## src/rtl/count_sequencer.sv

```systemverilog
// count_sequencer: synchronised, debounced button controller that steps a
// WIDTH-bit LED counter up/down, with clear and hold-to-auto-repeat.
module count_sequencer #(
  parameter int WIDTH           = 16,
  parameter int DEBOUNCE_CYCLES = 1000000,
  parameter int REPEAT_DELAY    = 50000000,
  parameter int REPEAT_PERIOD   = 10000000
) (
  input  logic             clk,
  input  logic             resetN,
  input  logic             upButton,
  input  logic             downButton,
  input  logic             clearButton,
  input  logic             enableSwitch,
  output logic [WIDTH-1:0] LEDS,
  output logic             stepPulse,
  output logic             wrapPulse
);

  localparam int UP_IDX  = 0;
  localparam int DN_IDX  = 1;
  localparam int CLR_IDX = 2;
  localparam int EN_IDX  = 3;
  localparam int DB_W    = $clog2(DEBOUNCE_CYCLES + 1);
  localparam int TMR_MAX = (REPEAT_DELAY > REPEAT_PERIOD) ? REPEAT_DELAY : REPEAT_PERIOD;
  localparam int TMR_W   = $clog2(TMR_MAX + 1);

  typedef enum logic [1:0] {IDLE = 2'd0, HOLD = 2'd1, REPEAT = 2'd2} state_t;
  typedef enum logic {DIR_UP = 1'b0, DIR_DOWN = 1'b1} dir_t;

  logic [3:0]       raw_s;
  logic [3:0]       sync1_r;
  logic [3:0]       sync2_r;
  logic [3:0]       deb_r;
  logic [DB_W-1:0]  db_cnt_r [4];
  logic [2:0]       deb_prev_r;
  logic [2:0]       armed_r;
  logic [1:0]       settle_r;
  logic [2:0]       rise_s;
  logic             up_press_s;
  logic             down_press_s;
  logic             clear_press_s;
  logic             held_s;
  state_t           state_r;
  dir_t             dir_r;
  logic [TMR_W-1:0] timer_r;
  logic [WIDTH-1:0] count_r;
  logic             step_r;
  logic             wrap_r;

  // Returns {wrap, next_count} for a single modulo-2^WIDTH step.
  function automatic logic [WIDTH:0] step_value(input logic [WIDTH-1:0] cur, input logic up);
    logic [WIDTH:0] res;
    if (up) begin
      res = {(cur == {WIDTH{1'b1}}), cur + WIDTH'(1)};
    end else begin
      res = {(cur == {WIDTH{1'b0}}), cur - WIDTH'(1)};
    end
    return res;
  endfunction

  assign raw_s = {enableSwitch, clearButton, downButton, upButton};

  // Two-flop synchroniser for every raw input.
  always_ff @(posedge clk or negedge resetN) begin
    if (!resetN) begin
      sync1_r <= 4'b0;
      sync2_r <= 4'b0;
    end else begin
      sync1_r <= raw_s;
      sync2_r <= sync1_r;
    end
  end

  // Debouncers: a level flips only after DEBOUNCE_CYCLES consecutive mismatches.
  always_ff @(posedge clk or negedge resetN) begin
    if (!resetN) begin
      deb_r      <= 4'b0;
      deb_prev_r <= 3'b0;
      for (int i = 0; i < 4; i++) begin
        db_cnt_r[i] <= '0;
      end
    end else begin
      deb_prev_r <= deb_r[2:0];
      for (int i = 0; i < 4; i++) begin
        if (sync2_r[i] != deb_r[i]) begin
          if (db_cnt_r[i] == DB_W'(DEBOUNCE_CYCLES - 1)) begin
            deb_r[i]    <= sync2_r[i];
            db_cnt_r[i] <= '0;
          end else begin
            db_cnt_r[i] <= db_cnt_r[i] + DB_W'(1);
          end
        end else begin
          db_cnt_r[i] <= '0;
        end
      end
    end
  end

  // A button held through reset must be seen released before it can press again;
  // settle_r waits for the synchroniser to refill before trusting its output.
  always_ff @(posedge clk or negedge resetN) begin
    if (!resetN) begin
      settle_r <= 2'd0;
      armed_r  <= 3'b0;
    end else begin
      if (settle_r != 2'd2) begin
        settle_r <= settle_r + 2'd1;
      end
      armed_r <= armed_r | ({3{settle_r == 2'd2}} & ~sync2_r[2:0]);
    end
  end

  // Press events and the held level of the latched direction.
  always_comb begin
    rise_s        = deb_r[2:0] & ~deb_prev_r & armed_r;
    up_press_s    = rise_s[UP_IDX] & deb_r[EN_IDX];
    down_press_s  = rise_s[DN_IDX] & deb_r[EN_IDX];
    clear_press_s = rise_s[CLR_IDX];
    if (dir_r == DIR_UP) begin
      held_s = deb_r[UP_IDX];
    end else begin
      held_s = deb_r[DN_IDX];
    end
  end

  // Direction FSM, repeat timer and registered count/pulse outputs.
  always_ff @(posedge clk or negedge resetN) begin
    if (!resetN) begin
      state_r <= IDLE;
      dir_r   <= DIR_UP;
      timer_r <= '0;
      count_r <= '0;
      step_r  <= 1'b0;
      wrap_r  <= 1'b0;
    end else begin
      step_r <= 1'b0;
      wrap_r <= 1'b0;
      if (clear_press_s) begin
        count_r <= '0;
        state_r <= IDLE;
        timer_r <= '0;
      end else if (!deb_r[EN_IDX]) begin
        state_r <= IDLE;
        timer_r <= '0;
      end else begin
        case (state_r)
          IDLE: begin
            if (up_press_s ^ down_press_s) begin
              dir_r             <= up_press_s ? DIR_UP : DIR_DOWN;
              state_r           <= HOLD;
              timer_r           <= TMR_W'(REPEAT_DELAY - 1);
              {wrap_r, count_r} <= step_value(count_r, up_press_s);
              step_r            <= 1'b1;
            end
          end
          HOLD, REPEAT: begin
            if (!held_s) begin
              state_r <= IDLE;
              timer_r <= '0;
            end else if (timer_r == '0) begin
              state_r           <= REPEAT;
              timer_r           <= TMR_W'(REPEAT_PERIOD - 1);
              {wrap_r, count_r} <= step_value(count_r, dir_r == DIR_UP);
              step_r            <= 1'b1;
            end else begin
              timer_r <= timer_r - TMR_W'(1);
            end
          end
          default: begin
            state_r <= IDLE;
            timer_r <= '0;
          end
        endcase
      end
    end
  end

  assign LEDS      = count_r;
  assign stepPulse = step_r;
  assign wrapPulse = wrap_r;

endmodule
```

## config.mk

```make
export PLATFORM = sky130hd
export DESIGN_NAME = count_sequencer
export DESIGN_NICKNAME = d
export VERILOG_FILES = /design/src/rtl/count_sequencer.sv
export SDC_FILE = /design/constraint.sdc
export NUM_CORES = 1
export LEC_CHECK = 0
export BUFFER_PORTS_ARGS = -buffer_cell sky130_fd_sc_hd__buf_4
export CORE_MARGIN = 2
export CORE_UTILIZATION = 55
export CTS_CLUSTER_DIAMETER = 30
export DETAILED_ROUTE_END_ITERATION = 8
export PLACE_DENSITY = 0.83
export SYNTH_ARGS = -nofsm -noshare
export SYNTH_HDL_FRONTEND = slang
export SYNTH_SLANG_ARGS = --single-unit
```

## constraint.sdc

```tcl
create_clock -name clk -period 5.8 [get_ports clk]
set_input_delay 0.58 -clock clk [delete_from_list [all_inputs] [get_ports clk]]
set_output_delay 0.58 -clock clk [all_outputs]
set_load 0.02 [all_outputs]
```

=== Word-level counts from Yosys, hierarchy flattened ===
Cells that the tools add are included.

* Add/sub/neg operators: 8
* Equality and inequality tests: 18
* Muxes and demuxes: 42
* Bitwise gates (word level): 10
* Reduce and logical (&&, ||, !) cells: 13

{| class="wikitable"
|+ Operators with widths
! cell !! count
|-
| 20-bit two-way mux || 8
|-
| 26-bit two-way mux || 5
|-
| 20-bit by 1-bit adder with 20-bit output, second input constant || 4
|-
| 20-bit == test, second input constant || 4
|-
| 16-bit two-way mux || 5
|-
| 26-bit case mux with 2 select lines || 1
|-
| 17-bit two-way mux || 2
|-
| 16-bit case mux with 2 select lines || 1
|-
| 26-bit logical NOT || 1
|-
| 26-bit by 1-bit subtractor with 26-bit output, second input constant || 1
|-
| 16-bit by 1-bit adder with 16-bit output, second input constant || 1
|-
| 16-bit == test, second input constant || 1
|-
| 16-bit logical NOT || 1
|-
| 16-bit by 1-bit subtractor with 16-bit output, second input constant || 1
|-
| 1-bit two-way mux || 12
|-
| 2-bit two-way mux || 5
|-
| 2-bit AND reduction || 5
|-
| 3-bit bitwise AND || 3
|-
| 3-bit != test, second input constant || 3
|-
| 3-bit inverter || 2
|-
| 5-bit != test, second input constant || 1
|-
| 5-bit AND reduction || 1
|-
| 2-bit == test, second input constant || 2
|-
| 1-bit != test || 4
|-
| 15 further kinds || 17
|}

* Register bits after elaboration: 147
* Input bits: 6
* Output and inout bits: 18
* Logic and storage cells: 110

=== Depth between registers and ports, before layout ===
Gate-level depths: netlist of the first run.

* Depth after elaboration: 9
* Mapped depth: 10
* Mapped depth without buffers: 7

=== Worst setup path after synthesis of the first run ===
Ideal clock, no wire load.

* Path type: register -> register
* Start: register timer_r[0]
* End: register timer_r[22]
* Setup time: 126 ps
* Data arrival time: 2,414 ps
* Data required time: 5,674 ps
* Path slack: 3,260 ps
* Stages on the path, launching flop included: 10
* Buffers on the path: 2
* Period minus slack after synthesis: 2,540 ps
* Cell sequence: dfrtp_1 inv_1 ha_1 or4b_1 buf_2 or4_1 buf_2 nor3_4 o41ai_1 a221o_1

* Word-level cells in the longest chain between the ends: 6
* Elaborated cells between the ends (all ways): 7
* Classes of those cells: add/sub: 1; mux: 5; reduce/logical: 1

{| class="wikitable"
|+ RTL lines
! item !! line !! text
|-
| from (decl) || 46 || <nowiki>logic [TMR_W-1:0] timer_r;</nowiki>
|-
| from (signal assigned) || 152 || <nowiki>timer_r <= TMR_W'(REPEAT_DELAY - 1);</nowiki>
|-
| from (signal assigned) || 163 || <nowiki>timer_r <= TMR_W'(REPEAT_PERIOD - 1);</nowiki>
|-
| from (signal assigned) || 167 || <nowiki>timer_r <= timer_r - TMR_W'(1);</nowiki>
|-
| 26-bit by 1-bit subtractor with 26-bit output or 26-bit logical NOT (tied branches) || 167, 161 ||
|-
| 26-bit two-way mux (*) || 161 || <nowiki>end else if (timer_r == '0) begin</nowiki>
|-
| 26-bit two-way mux (*) || 158 || <nowiki>if (!held_s) begin</nowiki>
|-
| 26-bit case mux with 2 select lines (*) || 147 || <nowiki>case (state_r)</nowiki>
|-
| 26-bit two-way mux (*) || 143 || <nowiki>end else if (!deb_r[EN_IDX]) begin</nowiki>
|-
| 26-bit two-way mux (*) || 139 || <nowiki>if (clear_press_s) begin</nowiki>
|}

Every way passes the cells marked *; elsewhere a longest branch is shown, timed or not.
A chain may end at the register's enable or synchronous reset.

=== Final worst setup path of the first run ===
* Start: register deb_r[2]
* End: register timer_r[11]

* Word-level cells in the longest chain between the ends: 3
* Elaborated cells between the ends (all ways): 4
* Classes of those cells: eq/ne: 1; mux: 1; bitwise: 2

{| class="wikitable"
|+ RTL lines
! item !! line !! text
|-
| from (decl) || 34 || <nowiki>logic [3:0] deb_r;</nowiki>
|-
| from (signal, indexed assignment) || 88 || <nowiki>deb_r[i] <= sync2_r[i];</nowiki>
|-
| 3-bit bitwise AND (*) (2 in a row) || 116 || <nowiki>rise_s = deb_r[2:0] & ~deb_prev_r & armed_r;</nowiki>
|-
| 4-bit != test (no line) or 26-bit two-way mux (tied branches) || - ||
|}

Marks and branches as above.

==> flow_metrics.env, run 1 <==
export IMPL_grt_util_met3=0.05994
export IMPL_rsz0062_at_grt="no"
export IMPL_syn_avg_cell_area_um2=9.515
export IMPL_multi_input_area_mm2=0.003845
export IMPL_timing_final_ws_setup_ps=2581
export IMPL_sequential_cell_area_mm2=0.003679
export IMPL_max_freq_ghz=0.3106
export IMPL_worstMarginPinSlew_ps=908.2
export IMPL_grt_use_met1=0.3095
export IMPL_critical_path_class="reg -> reg"
export IMPL_dieHeight_um=122.7
export IMPL_post_syn_instances=815
export IMPL_design_die_area_mm2=0.01507
export IMPL_post_cts_resized_instances=0
export IMPL_first_pass_grt_wire_length_mm=27.87
export IMPL_timing_final_crit_share=0.5550
export IMPL_synthAdderAreaFrac=0.01775
export IMPL_post_drt_wl_per_cell_um=15.94
export IMPL_worst_clock_skew_ps=9.692
export IMPL_num_nets_final=848
export IMPL_placed_area_mm2=0.008079
export IMPL_ys_seq_area_frac=0.4743
export IMPL_via_count=6201
export IMPL_critical_path_endpoint_type="register"
export IMPL_clock_sinks=147
export IMPL_yosys_warnings=0
export IMPL_worst_endpoint_required_ps=6170
export IMPL_post_place_ws_ps=2679
export IMPL_synth_mux_area_fraction=0.02259
export IMPL_max_slew_margin_rel=0.3890
export IMPL_num_io_pins=24
export IMPL_ys_async_sr_fraction=1.000
export IMPL_global_route_overflow_total=0
export IMPL_drive_above_1_share=0.09360
export IMPL_routed_via_density=6.056
export IMPL_timing_final_max_slew_violations=0
export IMPL_cts_root_to_sink_buffers=2
export IMPL_cts_buffers_inserted=17
export IMPL_grt_busiest_layer="met2"
export IMPL_initial_utilization=0.5609
export IMPL_report_final_setup_viol=0
export IMPL_synth_cell_type_count=61
export IMPL_ant_nets=0
export IMPL_drt_pre_antenna_iters=6
export IMPL_post_cts_setup_buffers=0
export IMPL_insertedDiodeCount=0
export IMPL_final_period_minus_worst_setup_slack_ps=3219
export IMPL_peakVddDrop_v=0.0002179
export IMPL_numPortBuffers=23
export IMPL_drc_errors_left=0
export IMPL_synth_compound_area_frac=0.1004
export IMPL_cts_root_buffer="sky130_fd_sc_hd__clkbuf_16"
export IMPL_maximum_number_of_pins_on_one_net_before_global_route_repair=98
export IMPL_yosys_register_bits=147
export IMPL_synth_edff_count=0
export IMPL_antenna_violations_before_repair=0
export IMPL_clock_tree_htree_level_count=4
export IMPL_critical_path_peak_fanout=24
export IMPL_worst_skew_pair_late_latency_ps=430
export IMPL_core_rowCount=43
export IMPL_grt_util_all_layers=0.2309
export IMPL_gp_routability_congestion=0.8870
export IMPL_crit_arrival_ps=3590
export IMPL_hold_path_class="in -> async"
export IMPL_worst_setup_path_start_kind="register"
export IMPL_clkTransAtPathRegs_ps=70
export IMPL_synth_flop_cell="sky130_fd_sc_hd__dfrtp_1"
export IMPL_final_hpwl_from_detailed_placement_mm=10.21
export IMPL_synthesis_to_finish_area_growth_pct=12.10
export IMPL_grt_use_met2=0.3657
export IMPL_static_leakage_nw=3.827
export IMPL_cts_tree="built"
export IMPL_drv_cap=0
export IMPL_fillers=1102
export IMPL_synth_top_family_by_area="simple AND/OR/NAND/NOR gates"
export IMPL_post_syn_nets=832
export IMPL_first_global_vias=5919
export IMPL_post_route_cell_area_mm2=0.008693
export IMPL_totalNegativeSetupSlack_ps=0
export IMPL_post_synth_instance_area_mm2=0.007755
export IMPL_status="complete, no violations"
export IMPL_drt_first_iter_violations=563
export IMPL_detail_route_wirelength_mm=16.33
export IMPL_die_width_um=122.7
export IMPL_cts_hold_fix_buffers=0
export IMPL_floorplan_core_area_mm2=0.01383
export IMPL_synth_simple_area_share=0.2652
export IMPL_p_per_area_mw_per_mm2=257.5
export IMPL_hold_viol=0
export IMPL_yosys_area_share_xor_xnor=0.08922
## placed cells by master (no fill, tap or decap), types with 3 or more instances in the layout
cell type,Yosys,layout
sky130_fd_sc_hd__a211oi_1,9,9
sky130_fd_sc_hd__a211oi_2,3,3
sky130_fd_sc_hd__a21o_1,7,7
sky130_fd_sc_hd__a21oi_1,19,19
sky130_fd_sc_hd__a31oi_1,8,8
sky130_fd_sc_hd__and2_1,4,4
sky130_fd_sc_hd__and3_1,14,14
sky130_fd_sc_hd__and4_1,11,11
sky130_fd_sc_hd__buf_4,0,28
sky130_fd_sc_hd__bufinv_16,0,3
sky130_fd_sc_hd__clkbuf_16,0,17
sky130_fd_sc_hd__dfrtp_1,147,147
sky130_fd_sc_hd__ha_1,11,11
sky130_fd_sc_hd__inv_1,29,29
sky130_fd_sc_hd__inv_6,0,5
sky130_fd_sc_hd__mux2_2,4,4
sky130_fd_sc_hd__mux2i_1,13,13
sky130_fd_sc_hd__nand2_1,52,52
sky130_fd_sc_hd__nand2b_1,11,11
sky130_fd_sc_hd__nand3_1,59,59
sky130_fd_sc_hd__nand3b_1,10,10
sky130_fd_sc_hd__nand4_1,25,25
sky130_fd_sc_hd__nand4b_1,7,7
sky130_fd_sc_hd__nor2_1,114,114
sky130_fd_sc_hd__nor2b_1,5,5
sky130_fd_sc_hd__nor3_1,20,19
sky130_fd_sc_hd__nor4_1,22,22
sky130_fd_sc_hd__nor4b_1,5,5
sky130_fd_sc_hd__o211ai_1,7,7
sky130_fd_sc_hd__o21ai_0,23,23
sky130_fd_sc_hd__o311ai_0,4,4
sky130_fd_sc_hd__o31ai_1,5,5
sky130_fd_sc_hd__o41ai_1,3,3
sky130_fd_sc_hd__or2_2,4,4
sky130_fd_sc_hd__or3_1,9,9
sky130_fd_sc_hd__or4_1,11,11
sky130_fd_sc_hd__xnor2_1,42,42
sky130_fd_sc_hd__xor2_1,37,37
## Yosys cell counts, types with 10 or more instances
cell | number | area share
sky130_fd_sc_hd__mux2i_1 | 13 | 0.017
sky130_fd_sc_hd__clkbuf_1 | 24 | 0.012
sky130_fd_sc_hd__and3_1 | 14 | 0.011
sky130_fd_sc_hd__nor2_1 | 114 | 0.055
sky130_fd_sc_hd__xnor2_1 | 42 | 0.047
sky130_fd_sc_hd__a21oi_1 | 19 | 0.012
sky130_fd_sc_hd__nand2_1 | 52 | 0.025
sky130_fd_sc_hd__ha_1 | 11 | 0.018
sky130_fd_sc_hd__or4_1 | 11 | 0.011
sky130_fd_sc_hd__nor3_1 | 20 | 0.013
sky130_fd_sc_hd__nor4_1 | 22 | 0.018
sky130_fd_sc_hd__nand3_1 | 59 | 0.038
sky130_fd_sc_hd__dfrtp_1 | 147 | 0.47
sky130_fd_sc_hd__xor2_1 | 37 | 0.042
sky130_fd_sc_hd__and4_1 | 11 | 0.012
sky130_fd_sc_hd__inv_1 | 29 | 0.014
sky130_fd_sc_hd__nand3b_1 | 10 | 0.0097
sky130_fd_sc_hd__nand2b_1 | 11 | 0.0089
sky130_fd_sc_hd__nand4_1 | 25 | 0.020
sky130_fd_sc_hd__o21ai_0 | 23 | 0.015
## stage by stage
step | util | instances | power, mW | hold WS, ps
final | 0.6287 | 1024 | 2.239 | 200.9
after global routing | 0.6287 | 1024 | 2.314 | 230.4
after CTS | 0.6287 | 1024 | 2.259 | 236.5
after detailed placement | 0.5843 | 992 | 1.110 | 335.5
after global placement | 0.5843 | 992 | 1.108 | 336.4
after floorplan | - | 815 | 1.080 | 284.4
## cell type report
type | count | share of cell area
clock inverter | 13 | 0.01972
clock buffer | 19 | 0.05095
tap | 180 | 0.02591
timing repair buffer | 29 | 0.02547
multi-input combinational | 607 | 0.4423
sequential | 147 | 0.4231
inverter | 29 | 0.01252
## registers in the layout, indices dropped and copies added, names as in the netlist, 2 cells and up
signal,cells
sync1_r,4
sync2_r,4
timer_r,26
deb_r,4
deb_prev_r,3
armed_r,3
LEDS,16
settle_r,2
state_r,2
db_cnt_r,80
## cells by family (layout without fill, tap and decap cells)
group	after synthesis	after routing
AOI/OAI and AO/OA	109	109
and+or+nand+nor	391	391
xor gates and xnor gates	79	79
muxes	17	17
buffers and inverters	61	90
adders and majority gates	11	11
DFF	147	147
## final timing paths
kind	depth (start not counted)	endpoint	from	slack [ps]
worst max-delay path	5	timer_r[11]	deb_r[2]	2580
worst min-delay path	1	timer_r[2]	resetN	200
worst max register to register	5	timer_r[11]	deb_r[2]	2580
worst min register to register	0	sync2_r[3]	sync1_r[3]	350
max in group asynchronous	2	timer_r[7]	resetN	4350
min in group clk	1	sync1_r[1]	downButton	250
## critical path: stages, from the launching register on
cell and delay [ps]:
sky130_fd_sc_hd__dfrtp_1 430, sky130_fd_sc_hd__nand3b_1 640, sky130_fd_sc_hd__nand4_1 870, sky130_fd_sc_hd__a21o_1 570
sky130_fd_sc_hd__or4_1 530, sky130_fd_sc_hd__nand3_1 90
## per-layer routing
layer	wire (µm)	part of all wire
met1	7454	0.46
met2	7887	0.48
met3	738	0.045
met4	246	0.015
met5	0	0
## where the power goes
group	switching, mW	total [mW]	internal, mW
combinational	0.0347	0.0455	0.0108
clock	0.452	1.15	0.696
sequential	0.00970	1.04	1.04
total	0.497	2.24	1.74
Note: power is estimated with default switching activity, not from simulation.
==> run 2, diff against run 1 <==
PLACE_DENSITY = 0.86   (was 0.83)
clock period = 2.9 ns   (was 5.8 ns; I/O delays follow)
==> run 2 against run 1 <==
  * Clock power increased by 96%
  * Register-to-register slack got worse by 2400 ps
  * Utilization up 1.4 points
  * Worst hold slack better by 160 ps
  * Sequential power grew 100%
  * First-iteration DRC count is 0.53% lower
  * Final area up 2.3%
  * Critical path type unchanged
  * Critical endpoint is now timer_r[22]
  * Largest power group unchanged
  * Highest routed layer unchanged
==> flow_metrics.env, run 2 (synthesized netlist as in run 1, its figures left out) <==
export IMPL_numPortBuffers=23
export IMPL_cts_tree="built"
export IMPL_totalNegativeSetupSlack_ps=0
export IMPL_critical_path_class="reg -> reg"
export IMPL_via_count=6310
export IMPL_report_final_setup_viol=0
export IMPL_cpPeakStageDelay_ps=570
export IMPL_drive_above_1_share=0.1174
export IMPL_die_width_um=122.7
export IMPL_clock_sinks=147
export IMPL_routed_wl_met2_mm=8.394
export IMPL_timing_final_crit_share=0.9374
export IMPL_drt_pre_antenna_iters=6
export IMPL_static_leakage_nw=3.931
export IMPL_fin_util=0.6432
export IMPL_fillers=1019
export IMPL_max_slew_margin_rel=0.4346
export IMPL_gp_routability_congestion=0.9581
export IMPL_rsz0062_at_grt="no"
export IMPL_core_rowCount=43
export IMPL_instances_no_fill=1049
export IMPL_floorplan_core_area_mm2=0.01383
export IMPL_detail_route_wirelength_mm=17.09
export IMPL_drv_cap=0
export IMPL_num_io_pins=24
export IMPL_status="complete, no violations"
export IMPL_power_total_mw=4.437
export IMPL_crit_path_cell_trace="inv_1, ha_1, or4b_1, or4_4, nor3_4, buf_4, o41ai_1, a221o_1"
export IMPL_global_route_overflow_total=0
export IMPL_placed_cells=1011
export IMPL_worst_clock_skew_ps=9.560
export IMPL_hold_viol=0
export IMPL_maximum_number_of_pins_on_one_net_before_global_route_repair=69
export IMPL_cp_max_stage_cell="sky130_fd_sc_hd__or4b_1"
export IMPL_worstMarginPinSlew_ps=840.3
export IMPL_placed_area_mm2=0.008222
export IMPL_largest_register="db_cnt_r"
export IMPL_drt_first_iter_violations=560
export IMPL_detailroute_wirelength_met3_um=793
export IMPL_routed_via_density=6.015
export IMPL_dieHeight_um=122.7
export IMPL_worstRegToRegCells=8
export IMPL_antenna_violations_before_repair=0
export IMPL_p_per_area_mw_per_mm2=498.9
export IMPL_cts_root_buffer="sky130_fd_sc_hd__clkbuf_16"
export IMPL_hold_path_class="reg -> reg"
export IMPL_largest_register_ff_count=80
export IMPL_post_drt_wl_per_cell_um=16.29
export IMPL_worst_endpoint_required_ps=3200
export IMPL_first_global_vias=6162
export IMPL_insertedDiodeCount=0
export IMPL_crit_arrival_ps=3020
export IMPL_first_pass_grt_wire_length_mm=29.03
export IMPL_num_nets_final=873
export IMPL_design_die_area_mm2=0.01507
export IMPL_hold_path_depth=0
export IMPL_clkTransAtPathRegs_ps=60
export IMPL_ant_nets=0
export IMPL_initial_utilization=0.5609
export IMPL_clock_tree_htree_level_count=4
export IMPL_cp_buffers_inverters=2
export IMPL_peakVddDrop_v=0.0005461
export IMPL_cts_root_to_sink_buffers=2
export IMPL_post_place_ws_ps=38.23
export IMPL_worst_skew_pair_late_latency_ps=420
export IMPL_grt_util_all_layers=0.2414
export IMPL_drc_errors_left=0
export IMPL_most_frequent_cells_in_the_layout="sky130_fd_sc_hd__dfrtp_1, sky130_fd_sc_hd__nor2_1, sky130_fd_sc_hd__nand3_1, sky130_fd_sc_hd__nand2_1, sky130_fd_sc_hd__buf_4"
export IMPL_worst_path_dominant_cell_family="simple AND/OR/NAND/NOR gates"
export IMPL_post_route_cell_area_mm2=0.008894
export IMPL_timing_final_max_slew_violations=0
export IMPL_final_period_minus_worst_setup_slack_ps=2718
export IMPL_met1_length_mm=7.597
export IMPL_max_freq_ghz=0.3679
export IMPL_worst_setup_path_start_kind="register"
export IMPL_synthesis_to_finish_area_growth_pct=14.68
export IMPL_critical_path_peak_fanout=7
export IMPL_hold_worst_slack_ps=358.1
export IMPL_cts_buffers_inserted=17
export IMPL_critical_path_depth=8
export IMPL_final_hpwl_from_detailed_placement_mm=11.25
export IMPL_layout_commonest_cell="sky130_fd_sc_hd__dfrtp_1"
export IMPL_top_layer_used="met4"
export IMPL_timing_final_ws_setup_ps=181.5
export IMPL_critical_path_endpoint_type="register"
[run 2: per-layer routing]
layer,GRT usage,up-vias
met4,0.08908,0
met5,0,-
met1,0.3235,3068
li1,-,3020
met3,0.05809,29
met2,0.3819,193
[run 2: worst paths after layout]
kind	startpoint	slack, ps	endpoint
max	timer_r[0]	180	timer_r[22]
min	sync1_r[3]	360	sync2_r[3]
max reg2reg	timer_r[0]	180	timer_r[22]
min reg2reg	sync1_r[3]	360	sync2_r[3]
max in group asynchronous	resetN	1740	db_cnt_r[65]
min in group asynchronous	resetN	410	timer_r[5]
[run 2: what timing repair did]
item / CTS / global route
endpoints found under the hold margin: 68 / 0
cloned: 0 / 0
resized for setup: 1 / 1
endpoints found under the setup margin: 1 / 1
pin swaps: 0 / 1
setup buffers: 0 / 1
hold buffers: 5 / 0
[run 2: worst register-to-register path, cell delays in order, from the launching register on]
cell,delay [ps]
sky130_fd_sc_hd__dfrtp_1,410
sky130_fd_sc_hd__inv_1,80
sky130_fd_sc_hd__ha_1,220
sky130_fd_sc_hd__or4b_1,570
sky130_fd_sc_hd__or4_4,530
sky130_fd_sc_hd__nor3_4,230
sky130_fd_sc_hd__buf_4,170
sky130_fd_sc_hd__o41ai_1,80
sky130_fd_sc_hd__a221o_1,330
[run 2: area by class of cell]
type / instances / area [µm²] / area share
clock buffer: 18 / 439.2 / 0.04938
tap: 180 / 225.2 / 0.02532
clock inverter: 14 / 166.4 / 0.01871
sequential: 147 / 3679 / 0.4136
multi-input combinational: 607 / 3854 / 0.4333
inverter: 29 / 108.9 / 0.01224
timing repair buffer: 54 / 421.7 / 0.04741
[run 2: report_power, final]
group	switching, mW	internal, mW	total, mW	leakage [nW]
combinational	0.0728	0.0298	0.103	1.63
sequential	0.0183	2.07	2.09	2.00
clock	0.929	1.32	2.25	0.293
total	1.02	3.42	4.44	3.93
